===== config.mk =====
export PLATFORM = sky130hd
export DESIGN_NAME = nw_job_ctrl
export DESIGN_NICKNAME = d
export VERILOG_FILES = /design/src/rtl/nw_job_ctrl.sv
export SDC_FILE = /design/constraint.sdc
export NUM_CORES = 1
export LEC_CHECK = 0
export CORE_AREA = 2 2 128 99
export CTS_CLUSTER_DIAMETER = 50
export DETAILED_ROUTE_END_ITERATION = 10
export DIE_AREA = 0 0 130 101
export GPL_ROUTABILITY_DRIVEN = 0
export GPL_TIMING_DRIVEN = 0
export PLACE_DENSITY_LB_ADDON = 0.1
export SLEW_MARGIN = 0
export SYNTH_ARGS = -nofsm -noshare
export SYNTH_HDL_FRONTEND = slang
export SYNTH_SLANG_ARGS = --single-unit

===== constraint.sdc =====
create_clock -name clk -period 5.8 [get_ports clk]
set_input_delay 1.16 -clock clk [delete_from_list [all_inputs] [get_ports clk]]
set_output_delay 1.16 -clock clk [all_outputs]
set_load 0.01 [all_outputs]

===== src/rtl/nw_job_ctrl.sv =====
// ---------------------------------------------------------------------------
// nw_job_ctrl -- job sequencer for a Needleman-Wunsch scoring grid.
//
// Accepts one string pair per job, pulses the grid clear, lets the grid run
// until it reports a score or a cycle limit expires, then presents the
// result on a valid/ready response channel.
//
// Ports
//   clk, reset                    clock (rising edge) and async active-low reset
//   req_valid/req_ready           job request handshake
//   req_s1, req_s2                request strings (LENGTH*CWIDTH bits each)
//   grid_reset                    active-high clear to the grid
//   grid_s1, grid_s2              strings held on the grid for the whole job
//   grid_valid, grid_score        grid completion strobe and signed score
//   rsp_valid/rsp_ready           response handshake
//   rsp_score, rsp_timeout        result score and timeout flag
//   rsp_cycles                    RUN cycles taken (TIMEOUT on abort)
//   busy                          high whenever the FSM is not IDLE
//   stat_jobs, stat_timeouts      saturating job / timeout counters
//
// Configuration
//   NW_JOB_STATS_EN  defined   : statistics counters are built.
//                    undefined : stat_* outputs are tied to zero.
// ---------------------------------------------------------------------------
module nw_job_ctrl #(
  parameter int LENGTH     = 10,
  parameter int CWIDTH     = 2,
  parameter int SWIDTH     = 16,
  parameter int CLR_CYCLES = 2,     // 1..255
  parameter int TIMEOUT    = 1023   // 1..65535
) (
  input  logic                       clk,
  input  logic                       reset,
  input  logic                       req_valid,
  output logic                       req_ready,
  input  logic [LENGTH*CWIDTH-1:0]   req_s1,
  input  logic [LENGTH*CWIDTH-1:0]   req_s2,
  output logic                       grid_reset,
  output logic [LENGTH*CWIDTH-1:0]   grid_s1,
  output logic [LENGTH*CWIDTH-1:0]   grid_s2,
  input  logic                       grid_valid,
  input  logic signed [SWIDTH-1:0]   grid_score,
  output logic                       rsp_valid,
  input  logic                       rsp_ready,
  output logic signed [SWIDTH-1:0]   rsp_score,
  output logic                       rsp_timeout,
  output logic [15:0]                rsp_cycles,
  output logic                       busy,
  output logic [15:0]                stat_jobs,
  output logic [15:0]                stat_timeouts
);

  localparam int SW = LENGTH * CWIDTH;

  // The clear counter is loaded with CLR_CYCLES-1 and CLEAR exits when it
  // reads zero, giving exactly CLR_CYCLES cycles of grid_reset in CLEAR.
  localparam logic [7:0]  CLR_LOAD = 8'(CLR_CYCLES - 1);
  localparam logic [15:0] TMO_LAST = 16'(TIMEOUT - 1);
  localparam logic [15:0] TMO_VAL  = 16'(TIMEOUT);

  typedef enum logic [1:0] {
    S_IDLE,
    S_CLEAR,
    S_RUN,
    S_RESP
  } state_e;

  state_e                    state_q, state_d;
  logic [7:0]                clr_q, clr_d;
  logic [15:0]               cyc_q, cyc_d;
  logic [SW-1:0]             s1_q, s1_d;
  logic [SW-1:0]             s2_q, s2_d;
  logic signed [SWIDTH-1:0]  score_q, score_d;
  logic                      tmo_q, tmo_d;
  logic [15:0]               cycles_q, cycles_d;

  // NOTE: every signal driven here gets a default before the case statement,
  // so no path leaves a value unassigned and no latch is inferred.
  always_comb begin
    state_d    = state_q;
    clr_d      = clr_q;
    cyc_d      = cyc_q;
    s1_d       = s1_q;
    s2_d       = s2_q;
    score_d    = score_q;
    tmo_d      = tmo_q;
    cycles_d   = cycles_q;
    req_ready  = 1'b0;
    grid_reset = 1'b0;
    rsp_valid  = 1'b0;

    unique case (state_q)
      S_IDLE: begin
        req_ready  = 1'b1;
        grid_reset = 1'b1;
        if (req_valid) begin
          s1_d    = req_s1;
          s2_d    = req_s2;
          clr_d   = CLR_LOAD;
          state_d = S_CLEAR;
        end
      end

      S_CLEAR: begin
        grid_reset = 1'b1;
        if (clr_q == 8'd0) begin
          cyc_d   = 16'd0;
          state_d = S_RUN;
        end else begin
          clr_d = clr_q - 8'd1;
        end
      end

      S_RUN: begin
        cyc_d = cyc_q + 16'd1;
        // Completion is tested first so a score arriving on the last
        // allowed cycle wins over the timeout.
        if (grid_valid) begin
          score_d  = grid_score;
          tmo_d    = 1'b0;
          cycles_d = cyc_q;
          state_d  = S_RESP;
        end else if (cyc_q == TMO_LAST) begin
          score_d  = '0;
          tmo_d    = 1'b1;
          cycles_d = TMO_VAL;
          state_d  = S_RESP;
        end
      end

      S_RESP: begin
        rsp_valid = 1'b1;
        if (rsp_ready) state_d = S_IDLE;
      end

      default: state_d = S_IDLE;
    endcase
  end

  // NOTE: sequential state uses non-blocking assignments so every register
  // samples the pre-edge values, independent of statement order.
  always_ff @(posedge clk or negedge reset) begin
    if (!reset) begin
      state_q  <= S_IDLE;
      clr_q    <= '0;
      cyc_q    <= '0;
      s1_q     <= '0;
      s2_q     <= '0;
      score_q  <= '0;
      tmo_q    <= 1'b0;
      cycles_q <= '0;
    end else begin
      state_q  <= state_d;
      clr_q    <= clr_d;
      cyc_q    <= cyc_d;
      s1_q     <= s1_d;
      s2_q     <= s2_d;
      score_q  <= score_d;
      tmo_q    <= tmo_d;
      cycles_q <= cycles_d;
    end
  end

  assign grid_s1     = s1_q;
  assign grid_s2     = s2_q;
  assign rsp_score   = score_q;
  assign rsp_timeout = tmo_q;
  assign rsp_cycles  = cycles_q;
  assign busy        = (state_q != S_IDLE);

`ifdef NW_JOB_STATS_EN
  logic        rsp_xfer;
  logic [15:0] jobs_q, tmos_q;

  assign rsp_xfer = (state_q == S_RESP) && rsp_ready;

  always_ff @(posedge clk or negedge reset) begin
    if (!reset) begin
      jobs_q <= '0;
      tmos_q <= '0;
    end else if (rsp_xfer) begin
      if (jobs_q != 16'hFFFF)          jobs_q <= jobs_q + 16'd1;
      if (tmo_q && tmos_q != 16'hFFFF) tmos_q <= tmos_q + 16'd1;
    end
  end

  assign stat_jobs     = jobs_q;
  assign stat_timeouts = tmos_q;
`else
  assign stat_jobs     = 16'd0;
  assign stat_timeouts = 16'd0;
`endif

endmodule


; Word-level counts from Yosys, hierarchy flattened
; Index checks and enable logic that the tools add are counted.
[word_totals]
output_inout_bits = 109
inputBits = 61
register_bits = 99
wordCells = 51
[op_classes]
eq_ne = 9
n_mux = 20
add_sub_neg = 2
reduce_logical = 12
[op_table]
columns = op, count
row1 = 16-bit 2-to-1 mux, 5
row2 = 16-bit case mux with 2 select lines, 1
row3 = "16-bit by 1-bit adder with 16-bit output, second input constant", 1
row4 = "16-bit by 10-bit equality test with 1-bit output, second input constant", 1
row5 = 8-bit 2-to-1 mux, 2
row6 = 8-bit case mux with 2 select lines, 1
row7 = 2-bit 2-to-1 mux, 5
row8 = 8-bit logical NOT, 1
row9 = "2-bit inequality test, second input constant", 4
row10 = 2-bit case mux with 4 select lines, 1
row11 = 2-bit nonzero test, 4
row12 = "8-bit by 1-bit subtractor with 8-bit output, second input constant", 1
row13 = 2-bit AND reduction, 3
row14 = 1-bit 2-to-1 mux, 5
row15 = "2-bit equality test, second input constant", 2
row16 = 4-bit AND reduction, 1
row17 = "3-bit inequality test, second input constant", 1
row18 = 3-bit AND reduction, 1
row19 = "2-bit by 1-bit equality test with 1-bit output, second input constant", 1
row20 = 2-bit logical NOT, 1
row21 = 2-bit OR reduction, 1

; Depth between registers and ports, before layout
[depth]
ltp_word = 4
depth_mapped = 7

; Least setup slack after synthesis
; No wires, ideal clock.
[synth_path]
path_type = reg-to-output
start = register state_q[0]
end = output port grid_reset
path_slack_ns = 3.579
t_arrival_ns = 1.061
path_stages_with_launch = 6
cell_sequence = dfrtp_1 inv_1 ha_1 buf_2 inv_1 nand2_1
[synth_between]
elab_chain_len = 3
[synth_lines]
columns = element, line
row1 = start: declaration, 68  ; state_e state_q, state_d;
row2 = start signal: assignment, 153  ; state_q <= state_d;
row3 = 2-bit by 1-bit equality test with 1-bit output or 2-bit logical NOT (tied branches), 92  ; unique case (state_q)
row4 = 2-bit OR reduction (no line) *, n/a
row5 = 1-bit 2-to-1 mux *, 92
row6 = end: declaration, 38  ; output logic grid_reset,
; Every way passes the cells marked *; elsewhere a longest branch is shown, timed or not.

; Final worst setup path
; Ends and elaborated chain as after synthesis.

==> flow_summary_export.csv <==
group,metric,value,unit
sta,rsz0062_at_grt,"false",
clock_network,holdBufCountCts,0,
logic_synthesis,synthTopCellsByArea,"dfrtp_1 (53%), mux2_2 (10%), buf_4 (5.1%), a22o_1 (4.1%), ha_1 (2.4%)",
setup_path,path_class,"flop to output port",
route,post_drt_wl_per_cell,15.7,um
layout,layout-drive-gt1-share,0.180,
floorplanning,die_w,130,um
logic_synthesis,synth_top_area_frac,0.529,
worst_hold_path,hold_path.class,"flop to flop",
outcome,status,"finished, final reports clean",
setup_path,cpMaxStageDelayCell,"clkdlybuf4s50_1",
clock_network,post_cts_buffers,0,
global_route,grt_pass1_vias,3704,
setup_path,worstPathMaxFanout,6,
layout,antennaDiodeCount,0,
route,drt_iter0_markers,226,
layout,syn_to_final_growth,43.8,%
setup_path,path_cells,"inv_1 -> ha_1 -> buf_2 -> inv_1 -> nand2_1 -> clkdlybuf4s50_1",
setup_path,required,4640,ps
logic_synthesis,syn_area,4680,sq um
global_route,overflow,0,
floorplanning,die_area,13100,sq um
route,drtPass1Iterations,5,
sta,slew_headroom,0.522,
logic_synthesis,yosysWarnings,0,
floorplanning,core_region_area,12000,sq um
clock_network,cts_made_buffers,9,
layout,fin_util,0.563,
clock_network,cts_max_path_buffers,2,
layout,fin_nets,648,
floorplanning,start_util,0.392,
global_route,grt_pass1_wl,19100,um
route,routed_wl,11700,um
clock_network,clk-insertion-delay-late,340,ps
clock_network,cts_tree,"done",
route,num_vias,3671,
pwr,power.density,500,nW/um^2
pwr,p_leak,2.94,nW
sta,min_period,3090,ps
sta,final_max_slew_viol_count,0,
setup_path,path_common_cell,"inv_1",
pwr,ir_worst_vdd,0.336,mV
logic_synthesis,yosysSeqAreaShare,0.529,
placed_design,placed_cells,733,
route,drc,0,
global_route,grt_usage,0.187,
clock_network,cts.clk_slew.worst_paths,70,ps
sta,min_period_over_period,0.533,
layout,fin_cells,749,
logic_synthesis,yosysUniqueCellTypes,56,
floorplanning,io_pins,170,
sta,skew,6.15,ps
floorplanning,placementRows,35,
clock_network,cts_root_buf,"clkbuf_16",
logic_synthesis,synth_edf_count,0,
logic_synthesis,synth_async_sr_flop_share,1.00,
setup_path,critPathArrivalTime,1930,ps
logic_synthesis,postSynthCellCount,398,
setup_path,critPathMaxStageDelay,540,ps
route,via_per_inst,4.90,
global_route,antenna_found_initial,0,
logic_synthesis,ys_ff_latch,99,
floorplanning,die_h,101,um
setup_path,critPathCaptureType,"output port",
sta,tightest_slew,711,ps
sta,max_freq,324,MHz
setup_path,startpoint_type,"flop",
logic_synthesis,syn_area_per_cell,11.8,sq um
sta,finalSetupViolCount,0,
placed_design,port_buffers,137,
clock_network,post_cts_resized,0,
pwr,finalPower,3.36,mW
job,max-cap-violations,0,
logic_synthesis,synth_largest_area_cell,"dfrtp_1",
global_route,grt_max_degree,68,
clock_network,clkSinkCount,99,
logic_synthesis,dominantRegCellSynth,"dfrtp_1",
clock_network,htree_levels,3,
route,ant_nets,0,
sta,hold_viol,0,
placed_design,dp_hpwl,8740,um
==> critical path, delay by kind of cell, from the launching register on <==
| family | cells | cell delay, ps |
|---|---|---|
| AND/OR/NAND/NOR | 1 | 80 |
| flip-flops | 1 | 410 |
| adder cells (fa/ha/maj) | 1 | 170 |
| buffers and inverters | 4 | 930 |
==> routing by layer <==
| metal | wire length, um | track usage |
|---|---|---|
| met2 | 5050 | 0.274 |
| met1 | 5230 | 0.247 |
| met3 | 1350 | 0.0977 |
| met5 | 0 | 0 |
| met4 | 93 | 0.0414 |
==> layout make-up <==
cell class,count,area [sq um]
fillers,1023,5230
flip-flops and latches,99,2480
well taps,166,208
inverters,16,60.1
plain buffers,51,325
repair buffers,138,1400
clock buffers,11,243
multi-input cells,263,1930
clock inverters,5,85.1
==> cells by family after synthesis <==
kind of cell | after synthesis | synth area share
other cells | 1 | 0.000801
simple gates | 83 | 0.106
buf+inv | 67 | 0.0823
compound gates | 90 | 0.142
xor+xnor | 1 | 0.00187
mux | 48 | 0.114
fa+ha+maj | 9 | 0.0241
flops | 99 | 0.529
==> cells in the mapped netlist (8+ instances only) <==
master,count
ha_1,9
a21oi_1,21
nand4_1,11
o21ai_0,11
dfrtp_1,99
nor2_1,11
buf_4,32
mux2_2,42
a22o_1,22
nand2_1,16
inv_1,16
clkbuf_1,8
==> placed cells by master (no fill, tap or decap), types with 9 or more instances in the layout <==
| cell | instances |
|---|---|
| nor2_1 | 11 |
| dfrtp_1 | 99 |
| o21ai_0 | 11 |
| mux2_2 | 42 |
| clkdlybuf4s50_1 | 136 |
| nand4_1 | 11 |
| conb_1 | 32 |
| a21oi_1 | 21 |
| clkbuf_1 | 9 |
| inv_1 | 16 |
| nand2_1 | 16 |
| clkbuf_16 | 9 |
| a22o_1 | 22 |
| buf_4 | 33 |
| ha_1 | 9 |
==> per-stage QoR <==
stage	setup WS (ps)	hold WS (ps)	cell area [sq um]	setup TNS, ps
final	2710	488	6730	0
after global routing	2560	507	6730	0
after CTS	2680	497	6730	0
after detailed placement	2810	481	6400	0
after global placement	-356	471	6380	-34550
after floorplan	3580	485	4800	0
==> report_power, final <==
part	internal [mW]	leakage, nW	total (mW)	switching [mW]
sequential	0.967	1.23	1.15	0.180
clock	0.393	0.162	0.658	0.265
combinational	0.857	1.54	1.56	0.700
==> sequential cells by signal, indices dropped and copies added (netlist names) <==
name         flops
cyc_q           16
state_q          2
grid_s1         20
rsp_score       16
grid_s2         20
rsp_cycles      16
rsp_timeout      1
clr_q            8
==> path summary, 6_finish.rpt <==
path                               start            end  slack, ps  depth (start not counted)
setup / recovery              state_q[0]     grid_reset       2710                          6
hold / removal             rsp_cycles[6]  rsp_cycles[6]        490                          1
setup reg to reg                clr_q[0]      cyc_q[12]       3340                          6
hold reg to reg            rsp_cycles[6]  rsp_cycles[6]        490                          1
max in group asynchronous          reset     grid_s2[5]       4350                          2
min in group asynchronous          reset       clr_q[3]        770                          1
No activity file was read; power rests on OpenSTA's default activity.
